### src/rtl/seq_resp_pkg.sv
// Shared types and constants for the request/response sequencer.
package seq_resp_pkg;

   typedef enum logic {
      IDLE   = 1'b0,
      ACTIVE = 1'b1
   } state_t;

   localparam logic DLY2 = 1'b0;
   localparam logic DLY3 = 1'b1;

   localparam int MAX_DLY    = 3;
   localparam int CNT_W_DFLT = 8;

   // Schedule slot masks: slot 0 is the slot currently driving b.
   localparam logic [MAX_DLY-1:0] SLOT_DLY2 = 3'b010;
   localparam logic [MAX_DLY-1:0] SLOT_DLY3 = 3'b100;

endpackage

### src/rtl/sat_counter.sv
// Up-counter that saturates at all-ones instead of wrapping.
module sat_counter #(
   parameter int W = 8
) (
   input  logic         clk,
   input  logic         rst_n,
   input  logic         inc,
   output logic [W-1:0] count
);

   always_ff @(posedge clk or negedge rst_n) begin
      if (!rst_n) begin
         count <= '0;
      end else if (inc && (count != '1)) begin
         count <= count + W'(1);
      end
   end

endmodule

### src/rtl/seq_responder.sv
// Delayed request responder with a 3-slot schedule, merge detection and counters.
// Optional one-shot c suppression when SEQ_RESP_FAULT_INJ_EN is defined.
//
// state  | meaning
// IDLE   | schedule empty, nothing pending
// ACTIVE | at least one response pending or being issued
module seq_responder
   import seq_resp_pkg::*;
#(
   parameter int CNT_W = CNT_W_DFLT
) (
   input  logic             clk,
   input  logic             rst_n,
   input  logic             en,
   input  logic             a,
   input  logic             delay_sel,
   output logic             b,
   output logic             c,
   output logic             busy,
   output logic [CNT_W-1:0] resp_cnt,
   output logic [CNT_W-1:0] coll_cnt
`ifdef SEQ_RESP_FAULT_INJ_EN
   ,
   input  logic             fault_inj
`endif
);

   state_t               state_q, state_d;
   logic [MAX_DLY-1:0]   sched_q, sched_d, sched_sh, req_mask;
   logic                 accept, coll, fire, c_d, c_q;

   always_comb begin
      accept   = en & a;
      sched_sh = {1'b0, sched_q[MAX_DLY-1:1]};
      req_mask = '0;
      if (accept) begin
         req_mask = (delay_sel == DLY3) ? SLOT_DLY3 : SLOT_DLY2;
      end
      // A request landing on an already-occupied slot merges into that pulse.
      coll    = |(sched_sh & req_mask);
      sched_d = sched_sh | req_mask;
      fire    = sched_d[0];
   end

`ifdef SEQ_RESP_FAULT_INJ_EN
   logic armed_q, armed_d;

   always_comb begin
      c_d     = fire & ~armed_q;
      armed_d = armed_q | fault_inj;
      if (fire && armed_q) begin
         armed_d = 1'b0;
      end
   end

   always_ff @(posedge clk or negedge rst_n) begin
      if (!rst_n) begin
         armed_q <= 1'b0;
      end else begin
         armed_q <= armed_d;
      end
   end
`else
   always_comb begin
      c_d = fire;
   end
`endif

   always_comb begin
      state_d = state_q;
      case (state_q)
         IDLE: begin
            if (accept) begin
               state_d = ACTIVE;
            end
         end
         ACTIVE: begin
            if ((sched_d == '0) && !accept) begin
               state_d = IDLE;
            end
         end
         default: state_d = IDLE;
      endcase
   end

   always_ff @(posedge clk or negedge rst_n) begin
      if (!rst_n) begin
         state_q <= IDLE;
         sched_q <= '0;
         c_q     <= 1'b0;
      end else begin
         state_q <= state_d;
         sched_q <= sched_d;
         c_q     <= c_d;
      end
   end

   assign b    = sched_q[0];
   assign c    = c_q;
   assign busy = (state_q == ACTIVE);

   sat_counter #(.W(CNT_W)) u_resp_cnt (
      .clk   (clk),
      .rst_n (rst_n),
      .inc   (fire),
      .count (resp_cnt)
   );

   sat_counter #(.W(CNT_W)) u_coll_cnt (
      .clk   (clk),
      .rst_n (rst_n),
      .inc   (coll),
      .count (coll_cnt)
   );

endmodule
### config.mk
export PLATFORM = sky130hd
export DESIGN_NAME = seq_responder
export DESIGN_NICKNAME = d
export VERILOG_FILES = /design/src/rtl/seq_resp_pkg.sv /design/src/rtl/sat_counter.sv /design/src/rtl/seq_responder.sv
export SDC_FILE = /design/constraint.sdc
export NUM_CORES = 1
export LEC_CHECK = 0
export ABC_AREA = 1
export CAP_MARGIN = 20
export CORE_AREA = 2 2 49 51
export DETAILED_ROUTE_END_ITERATION = 7
export DIE_AREA = 0 0 51 53
export PLACE_DENSITY = 0.79
export SLEW_MARGIN = 20
export SYNTH_ARGS = -nofsm -noshare
export SYNTH_HDL_FRONTEND = slang
export SYNTH_SLANG_ARGS = --single-unit
### constraint.sdc
create_clock -name clk -period 2.5 [get_ports clk]
set_clock_uncertainty 0.15 [all_clocks]
set_input_delay 0.75 -clock clk [delete_from_list [all_inputs] [get_ports clk]]
set_output_delay 0.75 -clock clk [all_outputs]
set_load 0.02 [all_outputs]
== Word level (Yosys, flattened, before mapping) ==
Cells that the tools add are included.
Operators by class
  $add $sub $neg: 2
  eq/ne operators: 2
  muxes and demuxes: 5
  bitwise operators: 4
  reductions and logical operators: 6
Operators with widths (number)
  8-bit by 1-bit adder with 8-bit output, second input constant: 2
  8-bit != test, second input constant: 2
  3-bit two-way mux: 2
  2-bit by 3-bit AND with 3-bit output: 1
  1-bit logical AND: 3
  3-bit zero test: 1
  2-bit by 3-bit bitwise OR with 3-bit output: 1
  3-bit OR reduction: 1
  1-bit two-way mux: 2
  1-bit one-hot mux with 2 select lines: 1
  1-bit AND: 1
  1-bit zero test: 1
  1-bit inverter: 1
Storage, ports and cells
  bits in registers: 21
  input bits: 5
  logic and storage cells: 24

== Longest topological paths before layout ==
Gate-level depths: netlist of the first run.
  depth after elaboration: 7
  depth in mapped cells: 8
  gate-level depth less buffers: 8

== By module ==
From an unflattened synthesis of the first run, not the netlist that was laid out.
Unflattened totals
  cell total of the unflattened synthesis: 139
  area, all modules: 1114.8 um^2
Modules (own cells, without submodules)
  sat_counter: instances 2, cells each 63, area each 483.0 um^2, sequential area each 200.2 um^2
  seq_responder: instances 1, cells each 13, area each 148.9 um^2, sequential area each 100.1 um^2

== Least setup slack after synthesis of the first run ==
No wires, ideal clock.
  path type: reg2out
  start point: reg sched_q[0] (netlist name)
  end point: out c
  arrival: 0.613 ns
  data required time: 1.600 ns
  path slack: 0.987 ns
  stages on the path, launching flop included: 2
  cells stage by stage: dfrtp_1 -> buf_4
RTL lines
  end: declaration: line seq_responder.sv:18  | output logic c,

== Worst setup path in the final report of the first run ==
  start point: reg u_coll_cnt.count[3]
  end point: out coll_cnt[3]
RTL lines
  start: declaration: line sat_counter.sv:8  | output logic [W-1:0] count
  start signal: assignment: line sat_counter.sv:15  | count <= count + W'(1);
  end: declaration: line seq_responder.sv:21  | output logic [CNT_W-1:0] coll_cnt
No word-level cell between the ends.

==> results.json, run 1 <==
{
  "status": "completed",
  "setup.worst_path.class": "reg2out",
  "cts_hold_buf": 0,
  "post-route-worst-setup-slack_ns": 0.1989,
  "mostFrequentLayoutCell": "nand2_1",
  "crit_buf_inv": 1,
  "worstHoldPathType": "reg2reg",
  "antenna_found_initial": 0,
  "fin_tns_setup_ns": 0,
  "drc": 0,
  "maxSlewViolCount": 0,
  "endpoint_kind": "primary output",
  "cts.sinks": 20,
  "die_y_um": 53,
  "first_global_vias": 928,
  "syn2layout_area_growth_pct": 26.90,
  "num_vias": 968,
  "cp-start-kind": "flop",
  "antenna_cells": 0,
  "io_pins": 24,
  "clk_latency_ns": 0.29,
  "track_usage_pct": 18.35,
  "drtIter0Drc": 20,
  "clockBufferDepth": 2,
  "synth_cell_types": 17,
  "syn_area_per_cell_um2": 7.587,
  "hold_violations": 0,
  "finalCriticalPeriod_ns": 2.301,
  "setup_viol": 0,
  "max-cap-violations": 0,
  "yosysTopAreaCell": "dfrtp_1",
  "cts_made_buffers": 3,
  "synthMuxAreaShare_pct": 0,
  "power.density_nw_per_um2": 602.7,
  "layout_common_cells": "66 x nand2_1, 23 x clkdlybuf4s50_1, 20 x dfrtp_1",
  "yosys.area_share.simple_pct": 37.43,
  "numPortBuffers": 23,
  "die_w_um": 51,
  "htreeDepth": 1,
  "p_leak_nw": 0.6517,
  "syn-cell-area_um2": 1070,
  "grt_start_max_net_pins": 21,
  "cpPeakStageDelay_ns": 0.64,
  "worstReg2RegStart": "u_resp_cnt.count[0]",
  "clockRootBuffer": "clkbuf_4",
  "routabilityCongestion": 0.7868,
  "dieArea_um2": 2703,
  "start_util_pct": 49.80,
  "timing.final.crit_share_pct": 92.04,
  "rows": 17,
  "reg2reg_depth": 8,
  "routed_via_density": 4.964,
  "synth_compound_area_share_pct": 2.339,
  "crit_path_start": "u_coll_cnt.count[3]",
  "grt_pass1_wl_um": 3739,
  "place_ws_ns": 0.4922,
  "min_from": "sched_q[1]",
  "firstDrtPassIters": 4,
  "hpwl_um": 1553,
  "crit_path_cell_trace": "clkdlybuf4s50_1",
  "cts_tree": "yes",
  "crit_family": "buffers and inverters",
  "post_cts_buffers": 0,
  "antenna_left": 0,
  "max_freq_mhz": 434.6,
  "cts.reportedPaths.clkPinSlew_ns": 0.10,
  "post_cts_resized": 0,
  "core_area_um2": 2148,
  "synthTopCellsByArea": "dfrtp_1 47%, nand2_1 23%, inv_1 4.2%",
  "synth_top_family_by_area": "simple AND/OR/NAND/NOR gates",
  "synthAdderAreaFrac_pct": 2.339,
  "synth_xor_area_share_pct": 4.912,
  "crit_arrival_ns": 1.40,
  "overflow": 0,
  "relSlewSlack_pct": 82.12,
  "ys_ff_latch": 20,
  "final_nets": 176,
  "ys_seq_area_share_pct": 46.78,
  "synth_nets": 148,
  "worst-slew-pin-transition_ns": 0.2682,
  "worstPathMaxFanout": 6,
  "synth_cells": 141,
  "yosys_warnings": 0,
  "drive_gt1_share_pct": 9.581,
  "required_ns": 1.60,
  "peakVddDrop_v": 0.0003644,
  "yosysTopAreaCellShare_pct": 46.78,
  "finalWirelength_um": 2022,
  "cp_slowest_cell": "clkdlybuf4s50_1",
  "hold_depth": 0,
  "cp.depth": 1,
  "rsz0062_at_grt": "no",
  "routedWlPerCell_um": 10.37
}
cell type report:
class                      instances  area [um^2]
clock buffer                       3        22.52
multi-input combinational        105        503.0
tap                               28        35.03
sequential                        20        500.5
fill                             191        790.8
inverter                          15        58.81
timing repair buffer              24        237.7
flip-flops by register name, indices dropped and copies added, names as in the netlist:
| signal | flops |
|---|---|
| u_coll_cnt.count | 8 |
| sched_q | 3 |
| u_resp_cnt.count | 8 |
| busy | 1 |
cells by family after synthesis:
family / Yosys count
AND/OR/NAND/NOR: 92
flip-flops: 20
buffers and inverters: 16
XOR/XNOR: 6
AO/OA/AOI/OAI: 5
adder cells (fa/ha/maj): 2
per-stage QoR:
stage / std cells / hold slack (ns) / utilization [%] / total power [W] / cell area, um^2
after floorplan: 141 / 0.3044 / - / 0.0005620 / 1070
after global placement: 192 / 0.3160 / 62.14 / 0.0006764 / 1335
after detailed placement: 192 / 0.3352 / 62.14 / 0.0006805 / 1335
after CTS: 195 / 0.3603 / 63.19 / 0.0008295 / 1358
after global routing: 195 / 0.4008 / 63.19 / 0.0008778 / 1358
final: 195 / 0.3564 / 63.19 / 0.0008181 / 1358
cell usage after synthesis:
master and n:
inv_2 2, nand2_4 2, xnor2_1 4, nand3_1 6, nand4_1 3, buf_4 1
inv_1 12, xor2_1 2, dfrtp_1 20, nand2_1 66, inv_4 1, ha_1 2
nand2_2 2, nor2_1 8, o21ai_0 5, nor2_2 3, nand3_2 2
where the power goes:
group / leakage [nW] / internal [W] / switching [W]
sequential: 0.268 / 0.000365 / 0.0000587
combinational: 0.370 / 0.000121 / 0.000127
clock: 0.0138 / 0.0000560 / 0.0000901
total: 0.652 / 0.000542 / 0.000276
metal layers:
layer | global-route usage [%] | share of wire [%]
met1 | 21.08 | 45
met2 | 33.77 | 50
met3 | 3.390 | 4.2
met4 | 6.757 | 0.64
met5 | 0 | 0
final timing paths:
| path | endpoint | slack, ns |
|---|---|---|
| max | coll_cnt[3] | 0.20 |
| min | sched_q[0] | 0.36 |
| max reg2reg | u_resp_cnt.count[3] | 1.00 |
| min reg2reg | sched_q[0] | 0.36 |
| max in group asynchronous | u_resp_cnt.count[5] | 1.33 |
| min in group asynchronous | sched_q[0] | 0.65 |
Power figures use the tool's default switching activity.
==> run 2, diff against run 1 <==
- CORE_AREA: 2 2 49 51 -> 2 2 50 52
- DIE_AREA: 0 0 51 53 -> 0 0 52 54
- PLACE_DENSITY: 0.79 -> 0.76
==> results.json, run 2 (synthesis gave the netlist of run 1 again) <==
{
  "rsz0062_at_grt": "no",
  "routed_via_density": 4.848,
  "antenna_found_initial": 0,
  "track_usage_pct": 19.16,
  "p_leak_nw": 0.6589,
  "core_area_um2": 2320,
  "endpoint_kind": "primary output",
  "numPortBuffers": 23,
  "cts.sinks": 20,
  "max-cap-violations": 0,
  "num_vias": 960,
  "largestRegisters": "u_coll_cnt.count (8), u_resp_cnt.count (8), sched_q (3)",
  "die_w_um": 52,
  "worstHoldPathType": "reg2reg",
  "grt_util_met1_pct": 22.22,
  "start_util_pct": 46.12,
  "drtIter0Drc": 20,
  "antenna_cells": 0,
  "cts.reportedPaths.clkPinSlew_ns": 0.11,
  "timing.final.crit_share_pct": 92.86,
  "grt_start_max_net_pins": 21,
  "grt-busiest-layer": "met2",
  "final_nets": 176,
  "routedWlPerCell_um": 11.37,
  "required_ns": 1.60,
  "fin_tns_setup_ns": 0,
  "post_cts_buffers": 0,
  "drc": 0,
  "met2_usage_pct": 35.86,
  "post-route-worst-setup-slack_ns": 0.1786,
  "setup.worst_path.class": "reg2out",
  "status": "completed",
  "rows": 18,
  "firstDrtPassIters": 4,
  "cts_hold_buf": 0,
  "clockBufferDepth": 2,
  "grt_pass1_wl_um": 4022,
  "dpl_cell_area_um2": 1338,
  "grtUsageMet3_pct": 2.778,
  "crit_family": "buffers and inverters",
  "cp-start-kind": "flop",
  "cp_slowest_cell": "clkdlybuf4s50_1",
  "power.density_nw_per_um2": 629.7,
  "layout_common_cells": "66 x nand2_1, 23 x clkdlybuf4s50_1, 20 x dfrtp_1",
  "hpwl_um": 1703,
  "hold_violations": 0,
  "cts_tree": "yes",
  "clockRootBuffer": "clkbuf_4",
  "io_pins": 24,
  "die_y_um": 54,
  "worstPathMaxFanout": 6,
  "antenna_left": 0,
  "routabilityCongestion": 0.7791,
  "max_freq_mhz": 430.8,
  "worst-slew-pin-transition_ns": 0.2634,
  "crit_path_cell_trace": "clkdlybuf4s50_1",
  "clk_latency_ns": 0.30,
  "finalCriticalPeriod_ns": 2.321,
  "setup_viol": 0,
  "first_global_vias": 959,
  "place_ws_ns": 0.4281,
  "cts_made_buffers": 3,
  "peakVddDrop_v": 0.0004014,
  "crit_buf_inv": 1,
  "crit_arrival_ns": 1.42,
  "htreeDepth": 1,
  "syn2layout_area_growth_pct": 28.42,
  "overflow": 0,
  "relSlewSlack_pct": 82.44,
  "finalWirelength_um": 2252,
  "post_cts_resized": 0,
  "drive_gt1_share_pct": 10.12,
  "stdcell_area_um2": 1374,
  "dieArea_um2": 2808,
  "cpPeakStageDelay_ns": 0.65,
  "total_power_w": 0.0008652,
  "mostFrequentLayoutCell": "nand2_1",
  "maxSlewViolCount": 0
}
==> run 2: path summary, 6_finish.rpt <==
kind                                startpoint             endpoint  slack, ns  depth (start not counted)
hold reg to reg                     sched_q[1]           sched_q[0]       0.37                          0
setup / recovery           u_coll_cnt.count[3]          coll_cnt[3]       0.18                          1
min in group asynchronous                rst_n           sched_q[0]       0.63                          2
hold / removal                      sched_q[1]           sched_q[0]       0.37                          0
max in group asynchronous                rst_n  u_coll_cnt.count[5]       1.35                          2
setup reg to reg           u_coll_cnt.count[1]  u_coll_cnt.count[5]       0.99                          8
==> run 2: power by group <==
part           leakage, nW  internal [W]  switching [W]  total (W)
combinational        0.370      0.000121       0.000131   0.000253
clock               0.0210     0.0000887      0.0000970   0.000186
sequential           0.268      0.000365      0.0000615   0.000427
==> run 2: area by class of cell <==
| type | count | area, um^2 |
|---|---|---|
| Sequential cell | 20 | 500.5 |
| Timing Repair Buffer | 24 | 237.7 |
| Multi-Input combinational cell | 105 | 503.0 |
| Inverter | 15 | 58.81 |
| Tap cell | 30 | 37.54 |
| Fill cell | 223 | 945.9 |
| Clock buffer | 4 | 36.28 |
==> run 2: per-layer routing <==
metal / vias to the layer above / part of all wire (%)
met1: 454 / 44
met4: 0 / 0.31
met2: 20 / 52
li1: 484 / -
met5: - / 0
met3: 2 / 3.6
==> run 2: per-stage QoR <==
step	instances	hold slack (ns)	util, %
final	198	0.3700	59.22
after global routing	198	0.3979	59.22
after CTS	198	0.3708	59.22
after detailed placement	194	0.3445	57.66
after global placement	194	0.3204	57.66
after floorplan	141	0.3044	-
